## src/rtl/fpu_issue_ctrl.sv

```systemverilog
// ---------------------------------------------------------------------------
// fpu_issue_ctrl
//
// Issue/response sequencer for a combinational floating-point unit. A single
// operation is accepted at a time. Its fields are registered onto the FP unit
// drive bus, and a per-op latency counter decides the edge on which the FP
// unit result is sampled. The result is then presented on a valid/ready
// response channel.
//
// Handshake semantics (both channels): a transfer happens on a rising edge
// where valid and ready are both high. The issue side never depends on
// in_req_valid to form out_req_ready. The response side holds valid and all
// payload fields stable until the transfer happens (or until a flush/reset
// drops the response).
//
// Ports
//   in_clk, in_rst_n            clock, asynchronous active-low reset
//   in_req_valid/out_req_ready  issue handshake
//   in_rs1, in_rs2, in_FPU_Op, in_fmt, in_addsub_ctrl,
//   in_ctrl_minmax_sgnj_cmp, in_rd        issue payload
//   in_flush                    abandon the operation in flight
//   out_fpu_*                   registered drive to the FP unit
//   in_fpu_data                 FP unit result
//   out_resp_valid/in_resp_ready          response handshake
//   out_resp_data/rd/int/illegal          response payload
//   out_busy                    high whenever the FSM is not IDLE
//   out_dbg_state               raw FSM state (0 IDLE, 1 EXEC, 2 DONE)
// ---------------------------------------------------------------------------
module fpu_issue_ctrl #(
    parameter int unsigned LAT_ADDSUB = 2,
    parameter int unsigned LAT_MUL    = 3,
    parameter int unsigned LAT_DIV    = 12,
    parameter int unsigned LAT_MISC   = 1
) (
    input  logic        in_clk,
    input  logic        in_rst_n,
    input  logic        in_req_valid,
    output logic        out_req_ready,
    input  logic [31:0] in_rs1,
    input  logic [31:0] in_rs2,
    input  logic [3:0]  in_FPU_Op,
    input  logic [1:0]  in_fmt,
    input  logic        in_addsub_ctrl,
    input  logic [2:0]  in_ctrl_minmax_sgnj_cmp,
    input  logic [4:0]  in_rd,
    input  logic        in_flush,
    output logic [31:0] out_fpu_rs1,
    output logic [31:0] out_fpu_rs2,
    output logic [3:0]  out_fpu_op,
    output logic [1:0]  out_fpu_fmt,
    output logic        out_fpu_addsub,
    output logic [2:0]  out_fpu_ctrl,
    input  logic [63:0] in_fpu_data,
    output logic        out_resp_valid,
    output logic [63:0] out_resp_data,
    output logic [4:0]  out_resp_rd,
    output logic        out_resp_int,
    output logic        out_resp_illegal,
    input  logic        in_resp_ready,
    output logic        out_busy,
    output logic [1:0]  out_dbg_state
);

    typedef enum logic [1:0] {
        IDLE = 2'd0,
        EXEC = 2'd1,
        DONE = 2'd2
    } state_e;

    // Counter preload values: the counter runs down to zero and the capture
    // happens on the edge that finds it at zero, so LAT-1 gives LAT edges.
    localparam logic [3:0] CNT_ADDSUB = 4'(LAT_ADDSUB - 1);
    localparam logic [3:0] CNT_MUL    = 4'(LAT_MUL - 1);
    localparam logic [3:0] CNT_DIV    = 4'(LAT_DIV - 1);
    localparam logic [3:0] CNT_MISC   = 4'(LAT_MISC - 1);

    state_e      state_q, state_d;
    logic [3:0]  cnt_q, cnt_d;
    logic [4:0]  rd_q, rd_d;
    logic [31:0] fpu_rs1_q, fpu_rs1_d;
    logic [31:0] fpu_rs2_q, fpu_rs2_d;
    logic [3:0]  fpu_op_q, fpu_op_d;
    logic [1:0]  fpu_fmt_q, fpu_fmt_d;
    logic        fpu_addsub_q, fpu_addsub_d;
    logic [2:0]  fpu_ctrl_q, fpu_ctrl_d;
    logic        resp_valid_q, resp_valid_d;
    logic [63:0] resp_data_q, resp_data_d;
    logic [4:0]  resp_rd_q, resp_rd_d;
    logic        resp_int_q, resp_int_d;
    logic        resp_illegal_q, resp_illegal_d;

    logic        accept;
    logic        op_illegal;
    logic        op_int;

    function automatic logic [3:0] lat_cnt(input logic [3:0] op);
        logic [3:0] c;
        case (op)
            4'b0000: c = CNT_ADDSUB;
            4'b0001: c = CNT_MUL;
            4'b0010: c = CNT_DIV;
            default: c = CNT_MISC;
        endcase
        return c;
    endfunction

    // in_rst_n is folded in so ready is low during reset, not only after
    // the asynchronous clear has settled the state.
    assign out_req_ready = ((state_q == IDLE) || ((state_q == DONE) && in_resp_ready))
                           && !in_flush && in_rst_n;
    assign accept        = in_req_valid && out_req_ready;

    // Result classification is taken from the registered op, which is
    // stable for the whole operation.
    assign op_illegal = fpu_op_q[3];
    assign op_int     = (fpu_op_q == 4'b0100) || (fpu_op_q == 4'b0110);

    always_comb begin
        state_d        = state_q;
        cnt_d          = cnt_q;
        rd_d           = rd_q;
        fpu_rs1_d      = fpu_rs1_q;
        fpu_rs2_d      = fpu_rs2_q;
        fpu_op_d       = fpu_op_q;
        fpu_fmt_d      = fpu_fmt_q;
        fpu_addsub_d   = fpu_addsub_q;
        fpu_ctrl_d     = fpu_ctrl_q;
        resp_data_d    = resp_data_q;
        resp_rd_d      = resp_rd_q;
        resp_int_d     = resp_int_q;
        resp_illegal_d = resp_illegal_q;

        case (state_q)
            IDLE: begin
                state_d = IDLE;
            end
            EXEC: begin
                if (in_flush) begin
                    state_d = IDLE;
                    cnt_d   = 4'd0;
                end else if (cnt_q != 4'd0) begin
                    cnt_d = cnt_q - 4'd1;
                end else begin
                    resp_data_d    = op_illegal ? 64'd0 : in_fpu_data;
                    resp_rd_d      = rd_q;
                    resp_int_d     = op_int;
                    resp_illegal_d = op_illegal;
                    state_d        = DONE;
                end
            end
            DONE: begin
                // A flush here still lets a same-edge handshake complete;
                // either way the response is gone after this edge.
                if (in_flush || in_resp_ready) begin
                    state_d = IDLE;
                end
            end
            default: begin
                state_d = IDLE;
            end
        endcase

        // Accept can only occur in IDLE or in DONE during a response
        // handshake, so it overrides the IDLE target chosen above.
        if (accept) begin
            fpu_rs1_d    = in_rs1;
            fpu_rs2_d    = in_rs2;
            fpu_op_d     = in_FPU_Op;
            fpu_fmt_d    = in_fmt;
            fpu_addsub_d = in_addsub_ctrl;
            fpu_ctrl_d   = in_ctrl_minmax_sgnj_cmp;
            rd_d         = in_rd;
            cnt_d        = lat_cnt(in_FPU_Op);
            state_d      = EXEC;
        end

        resp_valid_d = (state_d == DONE);
    end

    always_ff @(posedge in_clk or negedge in_rst_n) begin
        if (!in_rst_n) begin
            state_q        <= IDLE;
            cnt_q          <= 4'd0;
            rd_q           <= 5'd0;
            fpu_rs1_q      <= 32'd0;
            fpu_rs2_q      <= 32'd0;
            fpu_op_q       <= 4'd0;
            fpu_fmt_q      <= 2'd0;
            fpu_addsub_q   <= 1'b0;
            fpu_ctrl_q     <= 3'd0;
            resp_valid_q   <= 1'b0;
            resp_data_q    <= 64'd0;
            resp_rd_q      <= 5'd0;
            resp_int_q     <= 1'b0;
            resp_illegal_q <= 1'b0;
        end else begin
            state_q        <= state_d;
            cnt_q          <= cnt_d;
            rd_q           <= rd_d;
            fpu_rs1_q      <= fpu_rs1_d;
            fpu_rs2_q      <= fpu_rs2_d;
            fpu_op_q       <= fpu_op_d;
            fpu_fmt_q      <= fpu_fmt_d;
            fpu_addsub_q   <= fpu_addsub_d;
            fpu_ctrl_q     <= fpu_ctrl_d;
            resp_valid_q   <= resp_valid_d;
            resp_data_q    <= resp_data_d;
            resp_rd_q      <= resp_rd_d;
            resp_int_q     <= resp_int_d;
            resp_illegal_q <= resp_illegal_d;
        end
    end

    assign out_fpu_rs1      = fpu_rs1_q;
    assign out_fpu_rs2      = fpu_rs2_q;
    assign out_fpu_op       = fpu_op_q;
    assign out_fpu_fmt      = fpu_fmt_q;
    assign out_fpu_addsub   = fpu_addsub_q;
    assign out_fpu_ctrl     = fpu_ctrl_q;
    assign out_resp_valid   = resp_valid_q;
    assign out_resp_data    = resp_data_q;
    assign out_resp_rd      = resp_rd_q;
    assign out_resp_int     = resp_int_q;
    assign out_resp_illegal = resp_illegal_q;
    assign out_busy         = (state_q != IDLE);
    assign out_dbg_state    = state_q;

endmodule

```

## config.mk

```make
export PLATFORM = sky130hd
export DESIGN_NAME = fpu_issue_ctrl
export DESIGN_NICKNAME = d
export VERILOG_FILES = /design/src/rtl/fpu_issue_ctrl.sv
export SDC_FILE = /design/constraint.sdc
export NUM_CORES = 1
export LEC_CHECK = 0
export CORE_UTILIZATION = 35
export DETAILED_ROUTE_END_ITERATION = 10
export MAX_ROUTING_LAYER = met4
export PLACE_DENSITY = 0.73
export SLEW_MARGIN = 30
export SYNTH_ARGS = -nofsm -noshare
export SYNTH_HDL_FRONTEND = slang
export SYNTH_SLANG_ARGS = --single-unit
```

## constraint.sdc

```tcl
create_clock -name in_clk -period 1.9 [get_ports in_clk]
set_input_delay 0.19 -clock in_clk [delete_from_list [all_inputs] [get_ports in_clk]]
set_output_delay 0.19 -clock in_clk [all_outputs]
set_load 0.05 [all_outputs]
```

=== Word-level counts from Yosys, hierarchy flattened ===
Cells that the tools add are included.

* Flip-flop bits (word level): 157

* Bitwise logic cells: 2
* $add $sub $neg: 1
* Multiplexer cells: 11
* Reduce and logical (&&, ||, !) cells: 16
* Eq/ne operators: 7

{| class="wikitable"
|+ Operator list
! cell !! count
|-
| 64-bit 2-to-1 mux || 1
|-
| 4-bit 2-to-1 mux || 4
|-
| 4-bit one-hot mux with 3 select lines || 1
|-
| 4-bit by 3-bit equality test with 1-bit output, second input constant || 2
|-
| 2-bit 2-to-1 mux || 4
|-
| 2-bit equality test, second input constant || 2
|-
| 4-bit by 1-bit equality test with 1-bit output, second input constant || 1
|-
| 4-bit by 2-bit equality test with 1-bit output, second input constant || 1
|-
| 1-bit logical AND || 4
|-
| 4-bit logical NOT || 1
|-
| 2-bit one-hot mux with 2 select lines || 1
|-
| 2-bit nonzero test || 2
|-
| 4-bit nonzero test || 1
|-
| 4-bit by 1-bit subtractor with 4-bit output, second input constant || 1
|-
| 1-bit logical OR || 3
|-
| 3-bit AND reduction || 1
|-
| 3-bit nonzero test || 1
|-
| 2-bit by 1-bit equality test with 1-bit output, second input constant || 1
|-
| 2-bit logical NOT || 1
|-
| 1-bit inverter || 2
|-
| 2-bit AND reduction || 1
|-
| 1-bit logical NOT || 1
|}

=== Logic depth before layout (Yosys ltp) ===
Gate-level depths: netlist (run 1).

* Depth in word-level cells: 8
* Mapped depth: 10
* Depth with buffers taken out: 6

=== Least setup slack after synthesis (run 1) ===
Ideal clock, no wire load.

* Kind: register to output
* From: register state_q[1], in the netlist out_dbg_state[1]
* To: output out_req_ready
* Data arrival time: 2.114 ns
* Stages on the path, launching flop included: 5
* Required time: 1.710 ns
* Path slack: -0.404 ns
* Path through: dfrtp_1 > inv_1 > ha_1 > a21oi_1 > nor3b_1

* Cells in the longest elaborated chain, start to end: 5
* Elaborated cells between the ends (all ways): 6
* Classes of those cells: eq/ne (1); reduce/logical (5)

{| class="wikitable"
|+ RTL lines
! what !! RTL line !! text
|-
| from (decl) || 77 || <nowiki>state_e state_q, state_d;</nowiki>
|-
| from (signal assigned) || 197 || <nowiki>state_q <= state_d;</nowiki>
|-
| 2-bit equality test || 109 || <nowiki>assign out_req_ready = ((state_q == IDLE) || ((state_q == DONE) && in_resp_ready))</nowiki>
|-
| 1-bit logical AND || 109 ||
|-
| 1-bit logical OR * || 109 ||
|-
| 1-bit logical AND * (2 in series) || 110 || <nowiki>&& !in_flush && in_rst_n;</nowiki>
|-
| to (decl) || 38 || <nowiki>output logic out_req_ready,</nowiki>
|}

Every way passes the cells marked *; elsewhere a longest branch is shown, timed or not.

=== Final worst setup path (run 1) ===
* From: register cnt_q[0]
* To: register resp_data_q[29], in the netlist out_resp_data[29]

* Cells in the longest elaborated chain, start to end: 3

{| class="wikitable"
|+ RTL lines
! what !! RTL line !! text
|-
| from (decl) || 78 || <nowiki>logic [3:0] cnt_q, cnt_d;</nowiki>
|-
| from (signal assigned) || 198 || <nowiki>cnt_q <= cnt_d;</nowiki>
|-
| 4-bit nonzero test || 141 || <nowiki>end else if (cnt_q != 4'd0) begin</nowiki>
|-
| 1-bit inverter (no line) || - ||
|-
| 3-bit AND reduction (no line) || - ||
|-
| to (signal assigned) || 207 || <nowiki>resp_data_q <= resp_data_d;</nowiki>
|-
| to (decl) || 87 || <nowiki>logic [63:0] resp_data_q, resp_data_d;</nowiki>
|}

No other way between the ends.
A chain may end at the register's enable or synchronous reset.

==> impl_metrics.yaml, run 1 <==
run_status:
  outcome: "finished, violations left"
  violations: "negative hold slack, negative setup slack"
critical_path:
  cp_num_buf_inv: 3
  cp_cell_sequence: "inv_2, ha_4, or3b_4, or3_4, buf_12, clkbuf_16, nand2_1, o21ai_1"
  criticalPathCategory: "flip-flop to flip-flop"
  critPathSlowestCell: "or3_4"
  cp_top_family: "simple AND/OR/NAND/NOR gates"
  required_ns: 2.19
  max_stage_delay_ns: 0.40
  worstPathArrival_ns: 2.26
  worstSetupEndpointType: "flip-flop"
  rr_worst_depth: 8
  crit_fanout: 9
  rr_endpoint: "out_resp_data[29]$_DFFE_PN0P_"
  r2r-start: "cnt_q[0]$_DFFE_PN0P_"
  start_kind: "flip-flop"
  ff2ff_setup_slack_ns: -0.07
synth:
  synthTopCellsByArea: "dfrtp_1 61%, mux2_2 14%, nand2b_1 6.3%, o21ai_0 5.6%, nand2_1 3.9%"
  synth.net_count: 672
  synthCells: 519
  ys_top_cells_by_count: "157 x dfrtp_1, 80 x mux2_2, 71 x o21ai_0, 67 x nand2_1, 64 x nand2b_1"
  synth_cell_types: 30
  ys_seq_area_share_pct: 61.4
  async_flop_share_pct: 100
  synth_top_area_cell: "dfrtp_1"
  synth.most_common_cell: "dfrtp_1"
  syn_area_mm2: 0.00639
  synth_ff_type: "dfrtp_1"
  synth.avg_cell_area_um2: 12.3
  yosysWarnings: 0
  ys_seq_elements: 157
  synth_top_area_share_pct: 61.4
  synth_edf_count: 0
sta:
  setup_viol: 54
  hold_ws_ns: -0.130
  relSlewSlack_pct: 36.7
  min_period_ns: 1.97
  rsz0062_at_grt: "yes"
  fin_ws_ns: -0.0727
  tightest_slew_ns: 0.950
  clock-skew-final_ns: 0.00954
  drv_slew: 0
  hold_viol_final: 62
  max_freq_mhz: 507
  min_period_over_period_pct: 104
floorplanning:
  boundaryPins: 298
  rows: 49
  die_h_um: 137
  initial_utilization_pct: 35.6
  core_area_mm2: 0.0180
  fp.dieW_um: 137
  die_area_mm2: 0.0188
placed_design:
  portBuffers: 297
  dp.cells: 1041
  dp_hpwl_um: 11900
  place_congestion: 0.748
  place_area_mm2: 0.00999
  pre_cts_ws_ns: -0.0978
pwr:
  design_power_total_mw: 16.7
  p_sw_mw: 6.98
  p_per_area_mw_per_mm2: 1450
  leakagePower_nw: 4.99
  p_seq_share_pct: 30.3
  pwr-share-comb_pct: 49.0
  vdd_drop_max_v: 0.00105
  swShare_pct: 41.9
  p_clk_share_pct: 20.7
  internal_power_mw: 9.68
flow_run:
  maxCapViolations: 0
grt:
  grt_pass1_vias: 5157
  grt-ovfl-total: 0
  grt_pass1_wl_um: 26200
  grt_max_degree: 158
  antenna_found_initial: 0
  track_usage_pct: 18.8
detailed_routing:
  drcViolationCount: 0
  num_vias: 5216
  wirelength_um: 19100
  antenna_left: 0
  wl_per_cell_um: 17.4
  via_per_inst: 4.75
  drt_iter0_drc: 124
  dr.pass1.iters: 4
final_layout:
  diodes: 0
  final_cells: 1099
  final_util_pct: 64.0
  fin_nets: 1011
  area_growth_syn_to_layout_pct: 79.8
  drive_gt1_share_pct: 28.0
  fin_area_mm2: 0.0115
clock_network:
  cts_sinks: 157
  hold_buffers: 0
  cts_made_buffers: 17
  clk_pin_slew_ns: 0.06
  cts_root_buffer: "clkbuf_16"
  h-tree-depth: 4
  insertion_delay_ns: 0.41
  cts_buffer_depth: 2
  cts_tree: "built"
worst_hold_path:
  hold_path_class: "input pin to asynchronous set/reset pin"
metrics by stage:
stage               hold WS, ns  setup TNS [ns]
detailed placement        0.459          -10.07
finish                   -0.130           -1.04
floorplan                -0.106          -11.03
CTS                      0.0113           -5.47
global placement          0.462           -6.63
global route             0.0477           -8.19
flip-flops by register name, summed over array words and instances, names as in the netlist, 3 cells and up:
name,cells
out_fpu_ctrl,3
rd_q,5
out_fpu_rs2,32
out_resp_data,64
out_fpu_rs1,32
cnt_q,4
out_resp_rd,5
out_fpu_op,4
what timing repair did:
item / CTS / global route
gates cloned: 5 / 10
gates resized for setup: 28 / 112
endpoints found under the setup margin: 62 / 156
pin swaps: 12 / 25
buffers inserted: 6 / 7
layout by cell type (no fill, tap or decap), drive strengths merged, types with 4 or more instances in the layout:
cell / n
mux2: 86
nor2b: 4
buf: 53
inv: 8
clkbuf: 28
ha: 5
dfrtp: 157
o21ai: 71
clkdlybuf4s50: 290
nand2b: 64
a21oi: 4
nand2: 67
clkinv: 4
worst max path at each step:
| stage | from | cells past startpoint | slack, ns | endpoint |
|---|---|---|---|---|
| 3_5_place_dp | cnt_q[0]$_DFFE_PN0P_ | 7 | -0.1 | out_resp_data[13]$_DFFE_PN0P_ |
| 5_1_grt | cnt_q[0]$_DFFE_PN0P_ | 8 | -0.11 | out_resp_data[29]$_DFFE_PN0P_ |
| 4_1_cts | cnt_q[0]$_DFFE_PN0P_ | 7 | -0.12 | out_resp_data[54]$_DFFE_PN0P_ |
| 3_3_place_gp | in_resp_ready | 6 | -0.08 | out_fpu_rs2[29]$_DFFE_PN0N_ |
| 6_report | cnt_q[0]$_DFFE_PN0P_ | 8 | -0.07 | out_resp_data[29]$_DFFE_PN0P_ |
| 2_1_floorplan | out_dbg_state[0]$_DFF_PN0_ | 4 | -0.26 | out_req_ready |
cell families after synthesis:
family / after synthesis / share of synthesized area, %
buffers and inverters: 40 / 3.17
DFF: 157 / 61.4
xor gates and xnor gates: 1 / 0.137
adders and majority gates: 5 / 0.978
AOI/OAI and AO/OA: 79 / 6.42
muxes: 87 / 15.7
and+or+nand+nor: 150 / 12.2
power groups by stage:
stage | clock network [mW] | logic [mW] | registers, mW
5_1_grt | 3.66 | 8.52 | 5.17
3_5_place_dp | 0 | 7.66 | 4.99
3_3_place_gp | 0 | 7.57 | 4.95
4_1_cts | 3.54 | 7.80 | 4.96
6_report | 3.44 | 8.16 | 5.05
2_1_floorplan | 0 | 1.35 | 8.40
layer usage:
layer	wire length, um	track usage (%)
met2	9860	31.8
met1	7820	21.9
met3	1070	5.11
met4	348	5.74
met5	0	-
area by class of cell:
class                   instances  area [um^2]
multi-input cells             323         2850
flip-flops and latches        157         3930
clock buffers                  21          450
repair buffers                353         3820
inverters                       6         27.5
well taps                     229          287
fillers                      1398         6460
clock inverters                10          139
No activity file was read; power rests on OpenSTA's default activity.
==> run 2: changes to the inputs <==
--- a/config.mk
+++ b/config.mk
@@ -5,11 +5,12 @@
 export SDC_FILE = /design/constraint.sdc
 export NUM_CORES = 1
 export LEC_CHECK = 0
+export CORE_ASPECT_RATIO = 0.5
 export CORE_UTILIZATION = 35
 export DETAILED_ROUTE_END_ITERATION = 10
 export MAX_ROUTING_LAYER = met4
 export PLACE_DENSITY = 0.73
-export SLEW_MARGIN = 30
+export SLEW_MARGIN = 20
 export SYNTH_ARGS = -nofsm -noshare
 export SYNTH_HDL_FRONTEND = slang
 export SYNTH_SLANG_ARGS = --single-unit
==> run 2 against run 1 <==
  * The run ends with design-rule violations, negative setup slack left
  * First-iteration DRC count grew 61%
  * Die area grew 0.18%
  * Cell area shrank 2.7%
  * Critical path type unchanged
  * Largest cell class unchanged
  * Largest power group unchanged
  * Highest routed layer unchanged
==> impl_metrics.yaml, run 2 (synthesized netlist as in run 1, its figures left out) <==
sta:
  fin_tns_setup_ns: -4.02
  min_period_over_period_pct: 104
  rsz0062_at_grt: "yes"
  max_freq_mhz: 506
  relSlewSlack_pct: 41.6
  setup_viol: 137
  min_period_ns: 1.98
  fin_ws_ns: -0.0763
  hold_viol_final: 0
  hold_ws_ns: 0.321
  drv_slew: 0
  clock-skew-final_ns: 0.00965
  tightest_slew_ns: 0.876
clock_network:
  insertion_delay_ns: 0.41
  cts_buffer_depth: 2
  cts_root_buffer: "clkbuf_16"
  cts_sinks: 157
  cts_made_buffers: 17
  clk_pin_slew_ns: 0.07
  cts_tree: "built"
  h-tree-depth: 4
final_layout:
  area_growth_syn_to_layout_pct: 75.0
  fin_nets: 998
  diodes: 0
  drive_gt1_share_pct: 24.5
  largest_reg_flops: 64
  mostFrequentLayoutCells: "291 x clkdlybuf4s50_1, 155 x dfrtp_1, 74 x mux2_4, 64 x nand2b_1, 57 x o21ai_1"
  final_util_pct: 63.5
  layout.cells.most_common: "clkdlybuf4s50_1"
critical_path:
  crit_fanout: 13
  r2r-start: "cnt_q[1]$_DFFE_PN0P_"
  worstSetupEndpointType: "flip-flop"
  rr_worst_depth: 6
  worstPathArrival_ns: 2.27
  ff2ff_setup_slack_ns: -0.08
  criticalPathCategory: "flip-flop to flip-flop"
  required_ns: 2.19
  rr_endpoint: "out_resp_illegal$_DFFE_PN0P_"
  start_kind: "flip-flop"
pwr:
  design_power_total_mw: 16.8
  p_per_area_mw_per_mm2: 1500
  vdd_drop_max_v: 0.000766
  leakagePower_nw: 4.84
worst_hold_path:
  hold_end: "out_resp_data[10]$_DFFE_PN0P_"
  holdCritStartpoint: "in_fpu_data[10]"
  whs_path_depth: 3
  hold_path_class: "input pin to flip-flop"
detailed_routing:
  wl_per_cell_um: 17.2
  wl_met1_um: 7830
  top_layer_used: "met4"
  drcViolationCount: 7
  antenna_left: 0
  num_vias: 5030
  wl_met3_um: 580
  via_per_inst: 4.61
  route.met2.wl_um: 10100
  dr.pass1.iters: 7
  drt_iter0_drc: 200
  wirelength_um: 18700
floorplanning:
  initial_utilization_pct: 36.3
  fp.dieW_um: 193
  die_area_mm2: 0.0188
  die_h_um: 97.6
  rows: 34
  core_area_mm2: 0.0176
  boundaryPins: 298
grt:
  track_usage_pct: 19.4
  grt_pass1_wl_um: 27300
  antenna_found_initial: 0
  grt_pass1_vias: 5106
  grt_max_degree: 158
  grt-ovfl-total: 0
placed_design:
  dp_hpwl_um: 12600
  place_congestion: 0.809
  portBuffers: 297
run_status:
  violations: "design-rule violations, negative setup slack"
  outcome: "finished, violations left"
flow_run:
  maxCapViolations: 0
[run 2: cell count changes in the layout (fill, tap and decap cells not counted), sizes merged]
| cell | before | now |
|---|---|---|
| buf | 53 | 44 |
| or3 | 3 | 2 |
| clkinv | 4 | 3 |
| clkdlybuf4s50 | 290 | 291 |
| inv | 8 | 9 |
| dlygate4sd3 | 0 | 1 |
| bufinv | 3 | 6 |
| dlygate4sd2 | 2 | 0 |
| clkbuf | 28 | 23 |
| dlymetal6s2s | 1 | 0 |
[run 2: worst max-delay path by stage]
stage / start / to / cells after the start
floorplan: out_dbg_state[0]$_DFF_PN0_ / out_req_ready / 4
global placement: in_resp_ready / out_fpu_rs1[23]$_DFFE_PN0N_ / 6
detailed placement: in_resp_ready / out_fpu_rs1[17]$_DFFE_PN0N_ / 6
CTS: cnt_q[1]$_DFFE_PN0P_ / out_resp_illegal$_DFFE_PN0P_ / 6
global route: out_dbg_state[0]$_DFF_PN0_ / rd_q[2]$_DFFE_PN0N_ / 7
finish: cnt_q[1]$_DFFE_PN0P_ / out_resp_illegal$_DFFE_PN0P_ / 6
[run 2: repair_timing]
| action | CTS | global route |
|---|---|---|
| hold buffers | 1 | 0 |
| pin swaps | 1 | 20 |
| setup buffers | 4 | 6 |
| hold endpoints to repair | 34 | 0 |
| gates resized for setup | 12 | 81 |
| gates cloned | 1 | 8 |
| setup endpoints to repair | 104 | 151 |
[run 2: through the flow]
step / instance area [um^2] / setup WS, ns / cells
global route: 11200 / -0.117 / 1091
global placement: 9910 / -0.100 / 1040
finish: 11200 / -0.0763 / 1091
CTS: 10700 / -0.0457 / 1077
floorplan: 6630 / -0.259 / 519
detailed placement: 9910 / -0.134 / 1040
[run 2: area by class of cell]
type / instances / area, um^2
Tap cell: 234 / 293
Clock buffer: 18 / 429
Fill cell: 1366 / 6420
Multi-Input combinational cell: 322 / 2710
Inverter: 6 / 25.0
Timing Repair Buffer: 341 / 3560
Clock inverter: 13 / 236
Sequential cell: 157 / 3930
[run 2: worst max-delay path, stage by stage, from the launching register on]
cell and delay (ns):
dfrtp_1 0.38, inv_2 0.08, ha_4 0.13, or3b_4 0.37, or3_4 0.41, buf_12 0.18, mux2_4 0.29
[run 2: layer usage]
| metal | track usage [%] | vias to the layer above |
|---|---|---|
| met5 | - | - |
| met2 | 34.4 | 93 |
| li1 | - | 2393 |
| met1 | 22.1 | 2527 |
| met3 | 3.72 | 17 |
| met4 | 5.95 | 0 |
[run 2: where the power goes]
group,switching (mW),internal [mW],leakage (nW)
Sequential,0.612,4.37,1.95
Clock,1.39,2.47,0.321
Combinational,4.92,3.06,2.57
Total,6.92,9.90,4.84
